$ cat src/rtl/multicycle_controller_if.sv
// Control bus between the multi-cycle MIPS controller and its datapath.
interface multicycle_controller_if;
    logic [5:0] opcode;
    logic [5:0] funct;
    logic       zero;
    logic       mem_ready;
    logic       pc_ld;
    logic [1:0] pc_src;
    logic       i_or_d;
    logic       mem_read;
    logic       mem_write;
    logic       ir_write;
    logic [1:0] reg_dst;
    logic [1:0] mem_to_reg;
    logic       reg_write;
    logic       alu_src_a;
    logic [1:0] alu_src_b;
    logic [2:0] alu_ctrl;
    logic       halted;
    logic [3:0] state;

    // Controller side: consumes instruction fields and flags, drives controls.
    modport master (
        input  opcode, funct, zero, mem_ready,
        output pc_ld, pc_src, i_or_d, mem_read, mem_write, ir_write,
               reg_dst, mem_to_reg, reg_write, alu_src_a, alu_src_b,
               alu_ctrl, halted, state
    );

    // Datapath side.
    modport slave (
        output opcode, funct, zero, mem_ready,
        input  pc_ld, pc_src, i_or_d, mem_read, mem_write, ir_write,
               reg_dst, mem_to_reg, reg_write, alu_src_a, alu_src_b,
               alu_ctrl, halted, state
    );
endinterface

$ cat src/rtl/multicycle_controller.sv
// Control FSM for the multi-cycle MIPS datapath: fetch, decode and sequence
// each instruction through 3-5 states, stalling on mem_ready, trapping unknown
// opcodes/functs into a sticky HALT.
module multicycle_controller (
    input  logic                          clk,
    input  logic                          rst,
    multicycle_controller_if.master       bus
);
    localparam int unsigned STATE_W = 4;

    localparam logic [5:0] OP_RTYPE = 6'b000000;
    localparam logic [5:0] OP_LW    = 6'b100011;
    localparam logic [5:0] OP_SW    = 6'b101011;
    localparam logic [5:0] OP_BEQ   = 6'b000100;
    localparam logic [5:0] OP_ADDI  = 6'b001000;
    localparam logic [5:0] OP_SLTI  = 6'b001010;
    localparam logic [5:0] OP_J     = 6'b000010;
    localparam logic [5:0] OP_JAL   = 6'b000011;

    localparam logic [5:0] FN_JR    = 6'b001000;
    localparam logic [5:0] FN_ADD   = 6'b100000;
    localparam logic [5:0] FN_SUB   = 6'b100010;
    localparam logic [5:0] FN_AND   = 6'b100100;
    localparam logic [5:0] FN_OR    = 6'b100101;
    localparam logic [5:0] FN_SLT   = 6'b101010;

    localparam logic [2:0] ALU_ADD  = 3'b010;
    localparam logic [2:0] ALU_SUB  = 3'b110;
    localparam logic [2:0] ALU_AND  = 3'b000;
    localparam logic [2:0] ALU_OR   = 3'b001;
    localparam logic [2:0] ALU_SLT  = 3'b111;

    typedef enum logic [STATE_W-1:0] {
        S_FETCH    = 4'd0,
        S_DECODE   = 4'd1,
        S_MEM_ADDR = 4'd2,
        S_MEM_RD   = 4'd3,
        S_MEM_WB   = 4'd4,
        S_MEM_WR   = 4'd5,
        S_R_EX     = 4'd6,
        S_R_WB     = 4'd7,
        S_BRANCH   = 4'd8,
        S_JUMP     = 4'd9,
        S_I_EX     = 4'd10,
        S_I_WB     = 4'd11,
        S_JAL      = 4'd12,
        S_JR       = 4'd13,
        S_HALT     = 4'd14
    } state_t;

    state_t     state_q;
    state_t     state_d;

    logic       pc_ld;
    logic [1:0] pc_src;
    logic       i_or_d;
    logic       mem_read;
    logic       mem_write;
    logic       ir_write;
    logic [1:0] reg_dst;
    logic [1:0] mem_to_reg;
    logic       reg_write;
    logic       alu_src_a;
    logic [1:0] alu_src_b;
    logic [2:0] alu_ctrl;
    logic       halted;

    // State register; reset always returns to FETCH.
    always_ff @(posedge clk) begin
        if (rst) begin
            state_q <= S_FETCH;
        end else begin
            state_q <= state_d;
        end
    end

    // Next-state and control decode; reset masks every control output.
    always_comb begin
        state_d    = state_q;
        pc_ld      = 1'b0;
        pc_src     = 2'b00;
        i_or_d     = 1'b0;
        mem_read   = 1'b0;
        mem_write  = 1'b0;
        ir_write   = 1'b0;
        reg_dst    = 2'b00;
        mem_to_reg = 2'b00;
        reg_write  = 1'b0;
        alu_src_a  = 1'b0;
        alu_src_b  = 2'b00;
        alu_ctrl   = 3'b000;
        halted     = 1'b0;

        case (state_q)
            S_FETCH: begin
                mem_read  = 1'b1;
                alu_src_b = 2'b01;
                alu_ctrl  = ALU_ADD;
                if (bus.mem_ready) begin
                    ir_write = 1'b1;
                    pc_ld    = 1'b1;
                    state_d  = S_DECODE;
                end
            end
            S_DECODE: begin
                alu_src_b = 2'b11;
                alu_ctrl  = ALU_ADD;
                case (bus.opcode)
                    OP_RTYPE: state_d = (bus.funct == FN_JR) ? S_JR : S_R_EX;
                    OP_LW, OP_SW:     state_d = S_MEM_ADDR;
                    OP_BEQ:           state_d = S_BRANCH;
                    OP_ADDI, OP_SLTI: state_d = S_I_EX;
                    OP_J:             state_d = S_JUMP;
                    OP_JAL:           state_d = S_JAL;
                    default:          state_d = S_HALT;
                endcase
            end
            S_MEM_ADDR: begin
                alu_src_a = 1'b1;
                alu_src_b = 2'b10;
                alu_ctrl  = ALU_ADD;
                state_d   = (bus.opcode == OP_LW) ? S_MEM_RD : S_MEM_WR;
            end
            S_MEM_RD: begin
                mem_read = 1'b1;
                i_or_d   = 1'b1;
                if (bus.mem_ready) begin
                    state_d = S_MEM_WB;
                end
            end
            S_MEM_WB: begin
                reg_write  = 1'b1;
                mem_to_reg = 2'b01;
                state_d    = S_FETCH;
            end
            S_MEM_WR: begin
                mem_write = 1'b1;
                i_or_d    = 1'b1;
                if (bus.mem_ready) begin
                    state_d = S_FETCH;
                end
            end
            S_R_EX: begin
                alu_src_a = 1'b1;
                state_d   = S_R_WB;
                case (bus.funct)
                    FN_ADD:  alu_ctrl = ALU_ADD;
                    FN_SUB:  alu_ctrl = ALU_SUB;
                    FN_AND:  alu_ctrl = ALU_AND;
                    FN_OR:   alu_ctrl = ALU_OR;
                    FN_SLT:  alu_ctrl = ALU_SLT;
                    default: state_d  = S_HALT;
                endcase
            end
            S_R_WB: begin
                reg_write = 1'b1;
                reg_dst   = 2'b01;
                state_d   = S_FETCH;
            end
            S_I_EX: begin
                alu_src_a = 1'b1;
                alu_src_b = 2'b10;
                alu_ctrl  = (bus.opcode == OP_SLTI) ? ALU_SLT : ALU_ADD;
                state_d   = S_I_WB;
            end
            S_I_WB: begin
                reg_write = 1'b1;
                state_d   = S_FETCH;
            end
            S_BRANCH: begin
                alu_src_a = 1'b1;
                alu_ctrl  = ALU_SUB;
                pc_src    = 2'b01;
                pc_ld     = bus.zero;
                state_d   = S_FETCH;
            end
            S_JUMP: begin
                pc_src  = 2'b10;
                pc_ld   = 1'b1;
                state_d = S_FETCH;
            end
            S_JAL: begin
                reg_write  = 1'b1;
                reg_dst    = 2'b10;
                mem_to_reg = 2'b10;
                pc_src     = 2'b10;
                pc_ld      = 1'b1;
                state_d    = S_FETCH;
            end
            S_JR: begin
                pc_src  = 2'b11;
                pc_ld   = 1'b1;
                state_d = S_FETCH;
            end
            S_HALT: begin
                halted  = 1'b1;
                state_d = S_HALT;
            end
            default: begin
                state_d = S_HALT;
            end
        endcase

        if (rst) begin
            pc_ld      = 1'b0;
            pc_src     = 2'b00;
            i_or_d     = 1'b0;
            mem_read   = 1'b0;
            mem_write  = 1'b0;
            ir_write   = 1'b0;
            reg_dst    = 2'b00;
            mem_to_reg = 2'b00;
            reg_write  = 1'b0;
            alu_src_a  = 1'b0;
            alu_src_b  = 2'b00;
            alu_ctrl   = 3'b000;
            halted     = 1'b0;
        end
    end

    assign bus.pc_ld      = pc_ld;
    assign bus.pc_src     = pc_src;
    assign bus.i_or_d     = i_or_d;
    assign bus.mem_read   = mem_read;
    assign bus.mem_write  = mem_write;
    assign bus.ir_write   = ir_write;
    assign bus.reg_dst    = reg_dst;
    assign bus.mem_to_reg = mem_to_reg;
    assign bus.reg_write  = reg_write;
    assign bus.alu_src_a  = alu_src_a;
    assign bus.alu_src_b  = alu_src_b;
    assign bus.alu_ctrl   = alu_ctrl;
    assign bus.halted     = halted;
    assign bus.state      = state_q;
endmodule

$ cat src/flat_wrapper.sv
// flat-port wrapper written by rule: the top's interface ports become plain ports
module multicycle_controller_flat 
  (clk, rst, bus_opcode, bus_funct, bus_zero, bus_mem_ready, bus_pc_ld, bus_pc_src, bus_i_or_d, bus_mem_read, bus_mem_write, bus_ir_write, bus_reg_dst, bus_mem_to_reg, bus_reg_write, bus_alu_src_a, bus_alu_src_b, bus_alu_ctrl, bus_halted, bus_state);
  multicycle_controller_if bus_i ();
  input  logic clk;
  input  logic rst;
  input wire logic [$bits(bus_i.opcode)-1:0] bus_opcode;
  input wire logic [$bits(bus_i.funct)-1:0] bus_funct;
  input wire logic [$bits(bus_i.zero)-1:0] bus_zero;
  input wire logic [$bits(bus_i.mem_ready)-1:0] bus_mem_ready;
  output wire logic [$bits(bus_i.pc_ld)-1:0] bus_pc_ld;
  output wire logic [$bits(bus_i.pc_src)-1:0] bus_pc_src;
  output wire logic [$bits(bus_i.i_or_d)-1:0] bus_i_or_d;
  output wire logic [$bits(bus_i.mem_read)-1:0] bus_mem_read;
  output wire logic [$bits(bus_i.mem_write)-1:0] bus_mem_write;
  output wire logic [$bits(bus_i.ir_write)-1:0] bus_ir_write;
  output wire logic [$bits(bus_i.reg_dst)-1:0] bus_reg_dst;
  output wire logic [$bits(bus_i.mem_to_reg)-1:0] bus_mem_to_reg;
  output wire logic [$bits(bus_i.reg_write)-1:0] bus_reg_write;
  output wire logic [$bits(bus_i.alu_src_a)-1:0] bus_alu_src_a;
  output wire logic [$bits(bus_i.alu_src_b)-1:0] bus_alu_src_b;
  output wire logic [$bits(bus_i.alu_ctrl)-1:0] bus_alu_ctrl;
  output wire logic [$bits(bus_i.halted)-1:0] bus_halted;
  output wire logic [$bits(bus_i.state)-1:0] bus_state;
  assign bus_i.opcode = bus_opcode;
  assign bus_i.funct = bus_funct;
  assign bus_i.zero = bus_zero;
  assign bus_i.mem_ready = bus_mem_ready;
  assign bus_pc_ld = bus_i.pc_ld;
  assign bus_pc_src = bus_i.pc_src;
  assign bus_i_or_d = bus_i.i_or_d;
  assign bus_mem_read = bus_i.mem_read;
  assign bus_mem_write = bus_i.mem_write;
  assign bus_ir_write = bus_i.ir_write;
  assign bus_reg_dst = bus_i.reg_dst;
  assign bus_mem_to_reg = bus_i.mem_to_reg;
  assign bus_reg_write = bus_i.reg_write;
  assign bus_alu_src_a = bus_i.alu_src_a;
  assign bus_alu_src_b = bus_i.alu_src_b;
  assign bus_alu_ctrl = bus_i.alu_ctrl;
  assign bus_halted = bus_i.halted;
  assign bus_state = bus_i.state;
  multicycle_controller u_core (.clk(clk), .rst(rst), .bus(bus_i));
endmodule
$ cat config.mk
export PLATFORM = sky130hd
export DESIGN_NAME = multicycle_controller_flat
export DESIGN_NICKNAME = d
export VERILOG_FILES = /design/src/rtl/multicycle_controller_if.sv /design/src/rtl/multicycle_controller.sv /design/src/flat_wrapper.sv
export SDC_FILE = /design/constraint.sdc
export NUM_CORES = 1
export LEC_CHECK = 0
export CAP_MARGIN = 20
export CORE_ASPECT_RATIO = 1.25
export CORE_MARGIN = 1
export CORE_UTILIZATION = 44
export CTS_CLUSTER_SIZE = 12
export DETAILED_ROUTE_END_ITERATION = 7
export MAX_ROUTING_LAYER = met4
export PLACE_DENSITY_LB_ADDON = 0.1
export SKIP_LAST_GASP = 1
export SYNTH_ARGS = -nofsm -noshare
export SYNTH_HDL_FRONTEND = slang
export SYNTH_SLANG_ARGS = --single-unit
$ cat constraint.sdc
create_clock -name clk -period 3 [get_ports clk]
set_input_delay 0.6 -clock clk [delete_from_list [all_inputs] [get_ports clk]]
set_output_delay 0.6 -clock clk [all_outputs]
set_load 0.01 [all_outputs]
==> flow_summary_export.csv <==
group,metric,value,unit
clocking,clock_latency,0.23,ns
critical_path,cpPeakStageDelay,0.54,ns
route,ant_nets,0,
placed_design,place_congestion,0.8830,
grt,antenna_found_initial,0,
grt,grt_pass1_wl,4036,um
synth,synthTopCellsByArea,"dfxtp_1 9.7%, nor2_1 8.2%, nor3_1 7.3%, a31oi_1 5.3%, nand2_1 5.0%",
synth,synth_area,828.3,um2
die,die_y,50.51,um
sta,skew,0.001036,ns
critical_path,crit_arrival,2.27,ns
clocking,cts_inserted_buffers,3,
sta,fin_crit,2.874,ns
grt,gr-usage-met1,34.59,%
synth,syn_inst,130,
critical_path,cp-end-kind,"primary output",
final_layout,drive_gt1_share,15.25,%
grt,grt_max_degree,23,
critical_path,crit_path_top_delay_cell,"clkdlybuf4s50_1",
synth,synthFlopType,"dfxtp_1",
synth,async_flop_share,0,%
power_and_ir_drop,p_total,0.9060,mW
route,dr.pass1.iters,4,
die,start_util,46.92,%
placed_design,portBuffers,38,
route,wl,2554,um
power_and_ir_drop,ir_drop,0.0004082,V
sta,tightest_slew,0.6562,ns
die,core_area,1765,um2
route,via_per_inst,5.893,
synth,yosysWarnings,0,
die,die_area,2061,um2
sta,finalHoldViolCount,0,
critical_path,crit_buf_inv,2,
critical_path,crit_type,"in2out",
critical_path,start_kind,"input pin",
synth,synth_nets,146,
power_and_ir_drop,p_per_area,670.4,nW/um2
grt,use_met2,45.83,%
critical_path,cpMostUsedCell,"a21oi_1",
final_layout,fin_area,1351,um2
grt,grt_pass1_vias,986,
sta,relSlewSlack,56.19,%
synth,synth_edf_count,0,
grt,busiest_layer,"met2",
clocking,clock_path_buffers,2,
clocking,ctsHoldBuffers,0,
die,ios,39,
synth,synth_top_area_share,9.668,%
grt,grt_overflow,0,
grt,grt_usage,27.50,%
route,num_vias,1155,
route,drtIter0Drc,33,
final_layout,nets,195,
sta,layout_setup_ws,0.1256,ns
die,die_w,40.81,um
synth,synth_common_cells,"18 x nor2_1, 12 x nor3_1, 11 x nand2_1, 7 x a21oi_1, 7 x a31oi_1",
clocking,cts_root_buffer,"clkbuf_4",
critical_path,path_max_fanout,3,
placed_design,dp.final_hpwl,2029,um
flow_run,drv_cap,0,
synth,synth_top_cell_by_area,"dfxtp_1",
run_status,status,"finished, final reports clean",
sta,timing.fmax,347.9,MHz
synth,syn_area_per_cell,6.371,um2
clocking,postCtsSetupBuffers,0,
worst_hold_path,worstHoldPathType,"reg2reg",
sta,final-setup-viol-count,0,
sta,rsz0062_at_grt,"no",
sta,period_share,95.81,%
clocking,cts_sinks,4,
clocking,cts_tree,"done",
critical_path,critPathRequiredTime,2.40,ns
synth,yosysUniqueCellTypes,44,
synth,ys_ff_latch,4,
final_layout,area_growth,63.14,%
route,wl_per_cell,13.03,um
die,rows,17,
clocking,clkTransAtPathRegs,0.04,ns
grt,grt_util_met3,1.327,%
route,drc,0,
clocking,h-tree-depth,1,
power_and_ir_drop,power_leakage,0.5363,nW
placed_design,place_area,1310,um2
synth,yosysSeqAreaShare,9.668,%
final_layout,antenna_cells,0,
placed_design,pre_cts_slack,-0.1558,ns
critical_path,path_cells,"clkdlybuf4s50_1 > nor4bb_2 > a21oi_1 > or3_1 > a21oi_1 > dlygate4sd2_1",
synth,yosysMostFrequentCell,"nor2_1",
critical_path,rrSetupSlack,1.19,ns
final_layout,largest_reg_flops,4,
sta,slew_viol_final,0,
critical_path,critical_path.top_delay_family,"buffers and inverters",
sta,setup_tns,0,ns
## report_power, final
| part | internal, mW | total [mW] | switching [mW] | leakage [nW] |
|---|---|---|---|---|
| Sequential | 0.0748 | 0.138 | 0.0637 | 0.0330 |
| Clock | 0.0447 | 0.0666 | 0.0218 | 0.0138 |
| Combinational | 0.357 | 0.701 | 0.344 | 0.489 |
## kinds of logic (layout without fill, tap and decap cells)
family / Yosys count / in the layout / synth area share (%)
buf+inv: 14 / 61 / 7.853
compound gates: 36 / 36 / 31.72
flops: 4 / 4 / 9.668
simple gates: 72 / 72 / 46.38
xor+xnor: 3 / 3 / 3.173
mux: 1 / 1 / 1.209
## routing by layer
layer	routed length (um)	up-vias	part of all wire, %
li1	-	589	-
met1	1120	527	44
met2	1351	37	53
met3	71	2	2.8
met4	12	0	0.47
met5	0	-	0
## area by class of cell
class                      instances  area [um2]
fill                             134       414.1
inverter                           2       7.507
tap                               19       23.77
timing repair buffer              56       516.7
multi-input combinational        112       700.7
sequential                         4       80.08
clock buffer                       3       22.52
## layout by cell type (no fill, tap or decap), types with 3 or more instances in the layout
master,netlist,final
a31oi_1,7,7
a311oi_1,3,3
o31ai_1,3,3
dfxtp_1,4,4
a21oi_1,7,7
nand3_1,4,4
nor2_1,18,18
xor2_1,3,3
or3_1,3,3
clkbuf_4,0,3
nor3_1,12,12
nor2b_1,4,4
nand2b_1,4,4
nand2_1,11,11
buf_4,0,18
clkdlybuf4s50_1,0,36
nor3b_1,5,4
## final timing paths
check	start	to	cells past startpoint
setup / recovery	bus_funct[2]	bus_alu_ctrl[0]	6
hold / removal	u_core.bus.state[2]$_SDFFE_PP0P_	u_core.bus.state[0]$_SDFFE_PP0P_	2
setup reg to reg	u_core.bus.state[1]$_SDFFE_PP0P_	u_core.bus.state[2]$_SDFFE_PP0P_	5
hold reg to reg	u_core.bus.state[2]$_SDFFE_PP0P_	u_core.bus.state[0]$_SDFFE_PP0P_	2
## through the flow
step	utilization [%]	hold WS, ns	std cells
after floorplan	-	0.6721	130
after global placement	74.20	0.7142	193
after detailed placement	74.20	0.7264	193
after CTS	76.05	0.7338	196
after global routing	76.54	0.7705	196
final	76.54	0.7280	196
## worst register-to-register path, stage by stage, from the launching register on
cell	delay (ns)
dfxtp_1	0.41
buf_4	0.22
or4b_4	0.55
a31oi_2	0.18
o31ai_1	0.11
a311oi_1	0.26
## repair_timing
action                                  4_1_cts  5_1_grt
pin swaps                                     0        0
endpoints found under the setup margin        2        1
resized for setup                             3        2
(Power assumes the default switching activity.)
